<file path="config.mk">
export PLATFORM = sky130hd
export DESIGN_NAME = rgb_frame_loader
export DESIGN_NICKNAME = d
export VERILOG_FILES = /design/src/rtl/rgb_frame_loader_pkg.sv /design/src/rtl/rgb_frame_loader.sv
export SDC_FILE = /design/constraint.sdc
export NUM_CORES = 1
export LEC_CHECK = 0
export BUFFER_PORTS_ARGS = -buffer_cell sky130_fd_sc_hd__clkbuf_2
export CORE_UTILIZATION = 46
export CTS_CLUSTER_DIAMETER = 150
export DETAILED_ROUTE_END_ITERATION = 7
export PLACE_DENSITY = 0.76
export SYNTH_ARGS = -nofsm -noshare
export SYNTH_HDL_FRONTEND = slang
export SYNTH_SLANG_ARGS = --single-unit
</file>
<file path="constraint.sdc">
create_clock -name clk -period 2.1 [get_ports clk]
set_input_delay 0.42 -clock clk [delete_from_list [all_inputs] [get_ports clk]]
set_output_delay 0.42 -clock clk [all_outputs]
set_load 0.1 [all_outputs]
</file>
<file path="src/rtl/rgb_frame_loader_pkg.sv">
// Shared frame geometry, address width and loader state encoding.
// Used by the frame loader and by the display read logic.
package rgb_frame_loader_pkg;

  localparam int FRAME_W_DEFAULT = 200;
  localparam int FRAME_H_DEFAULT = 200;
  localparam int PIXELS          = FRAME_W_DEFAULT * FRAME_H_DEFAULT;
  localparam int ADDR_W          = 16;

  typedef enum logic [2:0] {
    IDLE  = 3'd0,
    GET_R = 3'd1,
    GET_G = 3'd2,
    GET_B = 3'd3,
    WRITE = 3'd4,
    DONE  = 3'd5
  } loader_state_t;

  function automatic logic [ADDR_W-1:0] last_addr(input int w, input int h);
    return ADDR_W'(w * h - 1);
  endfunction

endpackage

</file>
<file path="src/rtl/rgb_frame_loader.sv">
// Collects R,G,B bytes from a valid/ready stream and writes each pixel into
// three parallel frame-buffer lanes at a common, monotonically rising address.
module rgb_frame_loader
  import rgb_frame_loader_pkg::*;
#(
  parameter int FRAME_W = FRAME_W_DEFAULT,
  parameter int FRAME_H = FRAME_H_DEFAULT
) (
  input  logic              clk,
  input  logic              reset,
  input  logic              start,
  input  logic              abort,
  input  logic [7:0]        in_data,
  input  logic              in_valid,
  output logic              in_ready,
  output logic [ADDR_W-1:0] R_PORTA_addr,
  output logic [ADDR_W-1:0] G_PORTA_addr,
  output logic [ADDR_W-1:0] B_PORTA_addr,
  output logic [7:0]        R_PORTA_dout,
  output logic [7:0]        G_PORTA_dout,
  output logic [7:0]        B_PORTA_dout,
  output logic              R_PORTA_wea,
  output logic              G_PORTA_wea,
  output logic              B_PORTA_wea,
  output logic              busy,
  output logic              frame_done,
  output logic [ADDR_W-1:0] pixel_count
);

  localparam logic [ADDR_W-1:0] LAST_ADDR = last_addr(FRAME_W, FRAME_H);

  if (FRAME_W * FRAME_H > 65536) begin : g_frame_too_large
    $error("rgb_frame_loader: FRAME_W*FRAME_H exceeds the 16-bit address space");
  end

  loader_state_t     state;
  logic [ADDR_W-1:0] addr;
  logic [7:0]        r_q, g_q, b_q;
  logic              wea;
  logic              xfer;

  assign xfer = in_valid && in_ready;

  // Write enables are registered; address and data come straight from registers.
  always_ff @(posedge clk) begin
    if (reset) begin
      state       <= IDLE;
      in_ready    <= 1'b0;
      wea         <= 1'b0;
      busy        <= 1'b0;
      frame_done  <= 1'b0;
      pixel_count <= '0;
      addr        <= '0;
      r_q         <= '0;
      g_q         <= '0;
      b_q         <= '0;
    end else begin
      wea        <= 1'b0;
      frame_done <= 1'b0;
      if (abort) begin
        // A B-byte transfer in this cycle never reaches WRITE, so its write is dropped.
        state    <= IDLE;
        in_ready <= 1'b0;
        busy     <= 1'b0;
      end else begin
        case (state)
          IDLE: begin
            if (start) begin
              pixel_count <= '0;
              addr        <= '0;
              state       <= GET_R;
              in_ready    <= 1'b1;
              busy        <= 1'b1;
            end
          end
          GET_R: begin
            if (xfer) begin
              r_q   <= in_data;
              state <= GET_G;
            end
          end
          GET_G: begin
            if (xfer) begin
              g_q   <= in_data;
              state <= GET_B;
            end
          end
          GET_B: begin
            if (xfer) begin
              b_q      <= in_data;
              state    <= WRITE;
              in_ready <= 1'b0;
              wea      <= 1'b1;
            end
          end
          WRITE: begin
            pixel_count <= pixel_count + 1'b1;
            if (addr == LAST_ADDR) begin
              // Address parks on the last location instead of wrapping.
              state      <= DONE;
              frame_done <= 1'b1;
            end else begin
              addr     <= addr + 1'b1;
              state    <= GET_R;
              in_ready <= 1'b1;
            end
          end
          DONE: begin
            state <= IDLE;
            busy  <= 1'b0;
          end
          default: begin
            state    <= IDLE;
            in_ready <= 1'b0;
            busy     <= 1'b0;
          end
        endcase
      end
    end
  end

  assign R_PORTA_addr = addr;
  assign G_PORTA_addr = addr;
  assign B_PORTA_addr = addr;
  assign R_PORTA_dout = r_q;
  assign G_PORTA_dout = g_q;
  assign B_PORTA_dout = b_q;
  assign R_PORTA_wea  = wea;
  assign G_PORTA_wea  = wea;
  assign B_PORTA_wea  = wea;

endmodule
</file>
=== Yosys cells after proc, flatten, opt, wreduce, memory -nomap -nowiden ===
Cells that the tools add are included.

* Bits in registers: 63
* Latch bits: 0
* RAM bits: 0
* ROM bits: 0
* Input port bits: 13
* Output and inout bits: 94
* Word-level logic and storage cells: 61
* Memories kept: 0

* $add $sub $neg: 2
* $mul: 0
* Div/mod/pow operators: 0
* Order comparisons: 0
* Eq/ne operators: 11
* Shift-type cells: 0
* Multiplexer cells: 17
* Bitwise logic cells: 5
* Reduce and logical (&&, ||, !) cells: 16

{| class="wikitable"
|+ Operators by type and width
! kind !! number
|-
| $pmux W16 S2 || 2
|-
| $add A16 B1 Y16 const B || 2
|-
| $mux W16 || 2
|-
| $eq A16 B16 Y1 const B || 1
|-
| $mux W3 || 5
|-
| $pmux W3 S5 || 1
|-
| $reduce_and A3 Y1 || 4
|-
| $reduce_and A4 Y1 || 3
|-
| $ne A2 B2 Y1 const B || 5
|-
| $reduce_or A3 Y1 || 3
|-
| $eq A3 B2 Y1 const B || 2
|-
| $eq A3 B3 Y1 const B || 2
|-
| $mux W1 || 5
|-
| $not A1 Y1 || 5
|-
| $pmux W1 S4 || 1
|-
| $reduce_or A4 Y1 || 1
|-
| $eq A3 B1 Y1 const B || 1
|-
| $logic_not A3 Y1 || 1
|-
| $pmux W1 S2 || 1
|-
| $reduce_and A2 Y1 || 1
|-
| $reduce_bool A2 Y1 || 1
|-
| $reduce_or A2 Y1 || 1
|-
| $logic_and A1 B1 Y1 || 1
|}

=== Longest topological paths before layout ===
Gate-level depths: netlist of the first run.

* Depth in word-level cells: 4
* Gate-level depth with buffers: 6
* Gate-level depth less buffers: 5

=== Worst setup path before layout of the first run ===
No wires, ideal clock.

* Kind: reg-to-reg
* Start: reg addr[3] (netlist: B_PORTA_addr[3])
* End: reg addr[13] (netlist: B_PORTA_addr[13])
* Library setup time: 0.070 ns
* Arrival time: 2.473 ns
* Data required time: 2.030 ns
* Path slack: -0.443 ns
* Cell stages (with the launch flop): 6
* Path buffers: 1
* Clock period less this slack: 2.543 ns
* Cell sequence: dfxtp_1 -> nand4_1 -> or2_2 -> clkbuf_1 -> or4_1 -> a21oi_1

* Cells in the longest elaborated chain, start to end: 3
* Elaborated cells between the ends (all ways): 6
* Classes of those cells: add/sub: 1; eq/ne: 2; mux: 2; reduce/logical: 1

{| class="wikitable"
|+ RTL lines
! what !! RTL line !! source
|-
| start: declaration || rgb_frame_loader.sv:37 || <nowiki>logic [ADDR_W-1:0] addr;</nowiki>
|-
| start signal: assignment || rgb_frame_loader.sv:103 || <nowiki>addr <= addr + 1'b1;</nowiki>
|-
| $add A16 B1 Y16 or $eq A16 B16 Y1 (tied branches) || rgb_frame_loader.sv:103, rgb_frame_loader.sv:98 ||
|-
| $mux W16 or $ne A2 B2 Y1 (tied branches) || -- ||
|-
| $pmux W16 S2 or $reduce_and A4 Y1 (tied branches) || -- ||
|}

Several ways; a longest one is shown, not always the timed one. The select of a mux whose other input is x is not followed.
A chain may end at the register's enable or synchronous reset.

=== Worst setup path in the final report of the first run ===
* Start: reg addr[9] (netlist: B_PORTA_addr[9])
* End: reg state[2]

* Cells in the longest elaborated chain, start to end: 3

{| class="wikitable"
|+ RTL lines
! what !! RTL line !! source
|-
| $eq A16 B16 Y1 || rgb_frame_loader.sv:98 || <nowiki>if (addr == LAST_ADDR) begin</nowiki>
|-
| $mux W3 || rgb_frame_loader.sv:98 ||
|-
| $pmux W3 S5 || rgb_frame_loader.sv:66 || <nowiki>case (state)</nowiki>
|-
| end signal: assignment || rgb_frame_loader.sv:71 || <nowiki>state <= GET_R;</nowiki>
|-
| end signal: assignment || rgb_frame_loader.sv:100 || <nowiki>state <= DONE;</nowiki>
|-
| end signal: assignment || rgb_frame_loader.sv:104 || <nowiki>state <= GET_R;</nowiki>
|-
| end: declaration || rgb_frame_loader.sv:36 || <nowiki>loader_state_t state;</nowiki>
|}

Every way passes these cells.

==> impl_metrics.env, run 1 <==
export IMPL_setup_violations_final=0
export IMPL_ys_warn_count=0
export IMPL_crit_type="flop to flop"
export IMPL_drt_first_pass_iters=4
export IMPL_path_buf_inv=1
export IMPL_syn_area_per_cell_um2=8.79
export IMPL_slew_violations=0
export IMPL_period_needed_ns=1.89
export IMPL_grt_pass1_vias=2565
export IMPL_grt_overflow_total=0
export IMPL_multiInputGateArea_um2=1580
export IMPL_htreeDepth=3
export IMPL_stdcell_area_um2=3900
export IMPL_finalHoldViolCount=0
export IMPL_cap_violations=0
export IMPL_start_util_pct=47.3
export IMPL_cp_required_ns=2.35
export IMPL_fmax_mhz=528
export IMPL_avgRoutedWirePerCell_um=14.1
export IMPL_hold_ws_ns=0.343
export IMPL_cts_tree="yes"
export IMPL_fill_cells=606
export IMPL_synth_edf_count=0
export IMPL_drc=0
export IMPL_clock_path_buffers=2
export IMPL_grt_use_total_pct=21.0
export IMPL_synth_fp_nets=379
export IMPL_synth_area_leaders="dfxtp_1 39%, buf_4 8.2%, mux2i_1 8.1%"
export IMPL_critPathMaxStageDelay_ns=0.57
export IMPL_synth_top_area_cell="dfxtp_1"
export IMPL_netlist_area_um2=3200
export IMPL_post_dp_cell_area_um2=3720
export IMPL_num_antenna_cells=0
export IMPL_p_total_w=0.00233
export IMPL_rows=30
export IMPL_antenna_left=0
export IMPL_worstMarginPinSlew_ns=0.558
export IMPL_cp_top_family="simple AND/OR/NAND/NOR gates"
export IMPL_path_max_fanout=14
export IMPL_clkTransAtPathRegs_ns=0.08
export IMPL_place_ws_ns=0.0983
export IMPL_fin_tns_setup_ns=0
export IMPL_die_w_um=85.4
export IMPL_path_cells="or4b_1, nor4_4, buf_4, nand2_1, a221oi_1"
export IMPL_grt_pass1_wl_um=12100
export IMPL_yosysUniqueCellTypes=57
export IMPL_rsz0062_at_grt="no"
export IMPL_clock_latency_ns=0.34
export IMPL_post_cts_buffers=0
export IMPL_wirelength_um=7590
export IMPL_fin_crit_sh_pct=90.2
export IMPL_design_die_area_um2=7290
export IMPL_cts_resized=0
export IMPL_drive_gt1_share_pct=39.0
export IMPL_routed_via_density=5.48
export IMPL_cts_root_buf="clkbuf_8"
export IMPL_antenna_found_initial=0
export IMPL_area_growth_pct=21.9
export IMPL_top_level_ports=107
export IMPL_cts_hold_buf=0
export IMPL_critPathSlowestCell="or4b_1"
export IMPL_hp_class="input pin to flop"
export IMPL_synth_top_cell_area_share_pct=39.4
export IMPL_cellPowerDensity_nw_per_um2=599
export IMPL_slew_headroom_pct=62.9
export IMPL_synthCells=364
export IMPL_power_leakage_nw=1.74
export IMPL_cp_end_kind="flop"
export IMPL_vias=2953
export IMPL_ys_seq_area_share_pct=39.4
export IMPL_cts_sinks=63
export IMPL_seqCellArea_um2=1300
export IMPL_io_buffers=106
export IMPL_ir_worst_vdd_uv=430
export IMPL_cts_buffers=9
export IMPL_status="completed"
export IMPL_dp_hpwl_um=5590
export IMPL_worstPathArrival_ns=2.14
export IMPL_fin_skew_ns=0.00609
export IMPL_gp_congestion=0.796
export IMPL_nets=469
export IMPL_ys_ff_latch=63
export IMPL_core_um2=6760
export IMPL_ys_flop_type="dfxtp_1"
export IMPL_fin_ws_ns=0.207
export IMPL_startpoint_type="flop"
export IMPL_grt_max_degree=29
export IMPL_drtIter0Drc=135
export IMPL_chipHeight_um=85.4
export IMPL_async_flop_share_pct=0
## where the power goes
group / internal, W / switching, W / leakage, nW
Sequential: 0.00119 / 0.00000614 / 0.520
Combinational: 0.0000509 / 0.000120 / 1.14
Clock: 0.000441 / 0.000523 / 0.0877
Total: 0.00169 / 0.000649 / 1.74
## cells by family (layout without fill, tap and decap cells)
kind of cell	after synthesis	count (layout)	share of synthesized area, %
buffers and inverters	59	154	11.2
xor gates and xnor gates	8	8	2.19
and+or+nand+nor	149	149	26.1
adders and majority gates	2	2	0.782
muxes	28	28	8.84
AOI/OAI and AO/OA	55	55	11.4
DFF	63	63	39.4
## tightest hold or removal path, cell delays in order
cell,delay (ns)
clkbuf_2,0.10
mux2i_1,0.06
nor2_1,0.08
## cells in the final DEF (no fill, tap or decap), types with 3 or more instances in the layout
cell type and count:
clkbuf_2 106, nor2_1 43, dfxtp_1 42, mux2i_1 26
buf_4 24, nand2_1 22, a21oi_1 19, dfxtp_2 17
nand3_1 15, nand4_1 9, clkbuf_8 9, o31ai_1 8
or4_1 8, inv_1 8, or3_1 7, and3_1 6
xor2_1 5, o21ai_0 5, nand2b_1 5, dfxtp_4 4
nor4_1 4, nor2b_1 4, or2_2 3, nor3_1 3
xnor2_1 3, o211ai_1 3, a211oi_1 3, a2bb2oi_1 3
## state kept, by name, indices dropped and copies added (netlist names)
signal,count
B_PORTA_addr,16
pixel_count,16
B_PORTA_dout,8
G_PORTA_dout,8
R_PORTA_dout,8
state,3
B_PORTA_wea,1
busy,1
frame_done,1
in_ready,1
## stage by stage
step | util [%] | instances
after floorplan | - | 364
after global placement | 55.0 | 523
after detailed placement | 55.0 | 523
after CTS | 57.7 | 539
after global routing | 57.7 | 539
final | 57.7 | 539
## path summary, 6_finish.rpt
path	startpoint	slack, ns	end	cells after the start
worst max register to register	B_PORTA_addr[9]$_SDFFE_PP0P_	0.21	state[2]$_SDFFE_PP0P_	5
worst min-delay path	in_data[6]	0.34	G_PORTA_dout[6]$_SDFFE_PP0P_	3
worst max-delay path	B_PORTA_addr[9]$_SDFFE_PP0P_	0.21	state[2]$_SDFFE_PP0P_	5
worst min register to register	B_PORTA_addr[3]$_SDFFE_PP0P_	0.48	B_PORTA_addr[3]$_SDFFE_PP0P_	1
## synth_stat cells (all sizes together) (3+ instances only)
library cell and number:
a211oi 3, a21oi 19, a2bb2oi 3, and3 6
buf 40, clkbuf 11, dfxtp 63, inv 8
mux2i 26, nand2 22, nand2b 5, nand3 15
nand4 9, nor2 43, nor2b 4, nor3 4
nor4 6, o211ai 3, o21ai 6, o31ai 8
or2 4, or3 8, or4 9, xnor2 3
xor2 5
## area by class of cell
| class | instances | share of cell area [%] |
|---|---|---|
| multi-input cells | 242 | 40.5 |
| flip-flops and latches | 63 | 33.3 |
| repair buffers | 130 | 18.2 |
| clock buffers | 9 | 3.18 |
| well taps | 80 | 2.57 |
| clock inverters | 7 | 1.48 |
| inverters | 8 | 0.770 |
## per-layer routing
| layer | global-route usage [%] | vias to the layer above | wire length, um |
|---|---|---|---|
| li1 | - | 1455 | - |
| met4 | 8.64 | 0 | 93 |
| met5 | 0 | - | 0 |
| met1 | 27.3 | 1386 | 3400 |
| met2 | 33.9 | 104 | 3600 |
| met3 | 4.77 | 8 | 491 |
No activity file was read; power rests on OpenSTA's default activity.
==> run 2: changes to the inputs <==
Settings changed: CORE_ASPECT_RATIO from default to 0.7.
==> impl_metrics.env, run 2 (synthesis results as in run 1) <==
export IMPL_status="completed"
export IMPL_drtIter0Drc=148
export IMPL_num_antenna_cells=0
export IMPL_fin_skew_ns=0.00864
export IMPL_grt_pass1_wl_um=12500
export IMPL_drc=0
export IMPL_worstMarginPinSlew_ns=0.556
export IMPL_cts_sinks=63
export IMPL_cellPowerDensity_nw_per_um2=663
export IMPL_clock_path_buffers=2
export IMPL_finalHoldViolCount=0
export IMPL_cts_buffers=9
export IMPL_io_buffers=106
export IMPL_grt_pass1_vias=2647
export IMPL_seqCellArea_um2=1300
export IMPL_worstPathArrival_ns=2.18
export IMPL_routed_via_density=5.38
export IMPL_drt_first_pass_iters=4
export IMPL_gp_congestion=0.805
export IMPL_grt_overflow_total=0
export IMPL_cp_required_ns=2.37
export IMPL_dp_hpwl_um=5680
export IMPL_post_cts_buffers=0
export IMPL_rsz0062_at_grt="no"
export IMPL_clkTransAtPathRegs_ns=0.07
export IMPL_rows=25
export IMPL_utilization_pct=58.8
export IMPL_top_level_ports=107
export IMPL_cp_end_kind="flop"
export IMPL_wl_met1_um=3730
export IMPL_antenna_found_initial=0
export IMPL_fin_ws_ns=0.192
export IMPL_wirelength_um=7870
export IMPL_start_util_pct=47.6
export IMPL_chipHeight_um=71.8
export IMPL_design_die_area_um2=7300
export IMPL_top_layer="met4"
export IMPL_hold_ws_ns=0.314
export IMPL_multiInputGateArea_um2=1580
export IMPL_critPathMaxStageDelay_ns=0.49
export IMPL_startpoint_type="flop"
export IMPL_hp_class="input pin to flop"
export IMPL_area_growth_pct=23.6
export IMPL_fill_cells=567
export IMPL_path_max_fanout=8
export IMPL_final_cell_mix="106 x clkbuf_2, 43 x nor2_1, 42 x dfxtp_1, 26 x mux2i_1, 22 x nand2_1"
export IMPL_vias=2958
export IMPL_slew_violations=0
export IMPL_cap_violations=0
export IMPL_setup_violations_final=0
export IMPL_slew_headroom_pct=63.1
export IMPL_cts_hold_buf=0
export IMPL_route_met2_wl_um=3520
export IMPL_wl_met3_um=541
export IMPL_die_w_um=102
export IMPL_power_leakage_nw=1.76
export IMPL_drive_gt1_share_pct=38.6
export IMPL_cts_tree="yes"
export IMPL_final_common_cell="clkbuf_2"
export IMPL_path_cells="buf_4, or3b_1, nor2_1, or4bb_1, o211ai_1"
export IMPL_avgRoutedWirePerCell_um=14.3
export IMPL_antenna_left=0
export IMPL_crit_type="flop to flop"
export IMPL_grt_max_degree=34
export IMPL_fin_crit_sh_pct=90.8
export IMPL_nets=466
export IMPL_htreeDepth=3
export IMPL_core_um2=6730
export IMPL_fmax_mhz=524
export IMPL_fin_tns_setup_ns=0
export IMPL_cts_root_buf="clkbuf_8"
export IMPL_period_needed_ns=1.91
export IMPL_clock_latency_ns=0.36
export IMPL_place_ws_ns=0.0779
export IMPL_critPathSlowestCell="or3b_1"
export IMPL_ir_worst_vdd_uv=411
export IMPL_grt_use_total_pct=22.2
run 2: per-layer routing:
| layer | track usage [%] | up-vias |
|---|---|---|
| met3 | 7.71 | 9 |
| met5 | 0 | - |
| met1 | 30.1 | 1375 |
| met4 | 6.76 | 0 |
| met2 | 33.1 | 121 |
| li1 | - | 1453 |
run 2: final cells by class:
cell class              instances  share of cell area [%]
well taps                      94                    2.98
flip-flops and latches         63                    32.8
inverters                       8                   0.760
clock inverters                 6                    2.31
repair buffers                127                    17.4
multi-input cells             242                    39.9
clock buffers                  10                    3.77
run 2: final timing paths:
kind	from	end	slack, ns	cells past startpoint
max	state[1]$_SDFFE_PP0P_	B_PORTA_addr[9]$_SDFFE_PP0P_	0.19	5
min	reset	pixel_count[0]$_SDFFE_PP0P_	0.31	2
max reg2reg	state[1]$_SDFFE_PP0P_	B_PORTA_addr[9]$_SDFFE_PP0P_	0.19	5
min reg2reg	B_PORTA_addr[15]$_SDFFE_PP0P_	B_PORTA_addr[15]$_SDFFE_PP0P_	0.49	2
run 2: where the power goes:
part / leakage (nW) / internal, W / switching, W / total (W)
clock: 0.122 / 0.000744 / 0.000507 / 0.00125
combinational: 1.12 / 0.0000500 / 0.000121 / 0.000171
sequential: 0.520 / 0.00119 / 0.00000626 / 0.00120
run 2: repair_timing:
item | in CTS | in global routing
setup endpoints to repair | 0 | 1
endpoints found under the hold margin | 0 | 0
resized for setup | 0 | 1
run 2: critical path: cells and delay by family (launching register included):
| family | cells | cell delay (ns) |
|---|---|---|
| AO/OA/AOI/OAI | 1 | 0.08 |
| AND/OR/NAND/NOR | 3 | 1.19 |
| buffers and inverters | 1 | 0.18 |
| flip-flops | 1 | 0.38 |
run 2: stage by stage:
step           cell area [um2]  total power, W  std cells
6_report                  3950         0.00262        550
5_1_grt                   3950         0.00270        550
4_1_cts                   3950         0.00263        550
3_5_place_dp              3710         0.00140        534
3_3_place_gp              3710         0.00139        534
2_1_floorplan             3230         0.00134        364
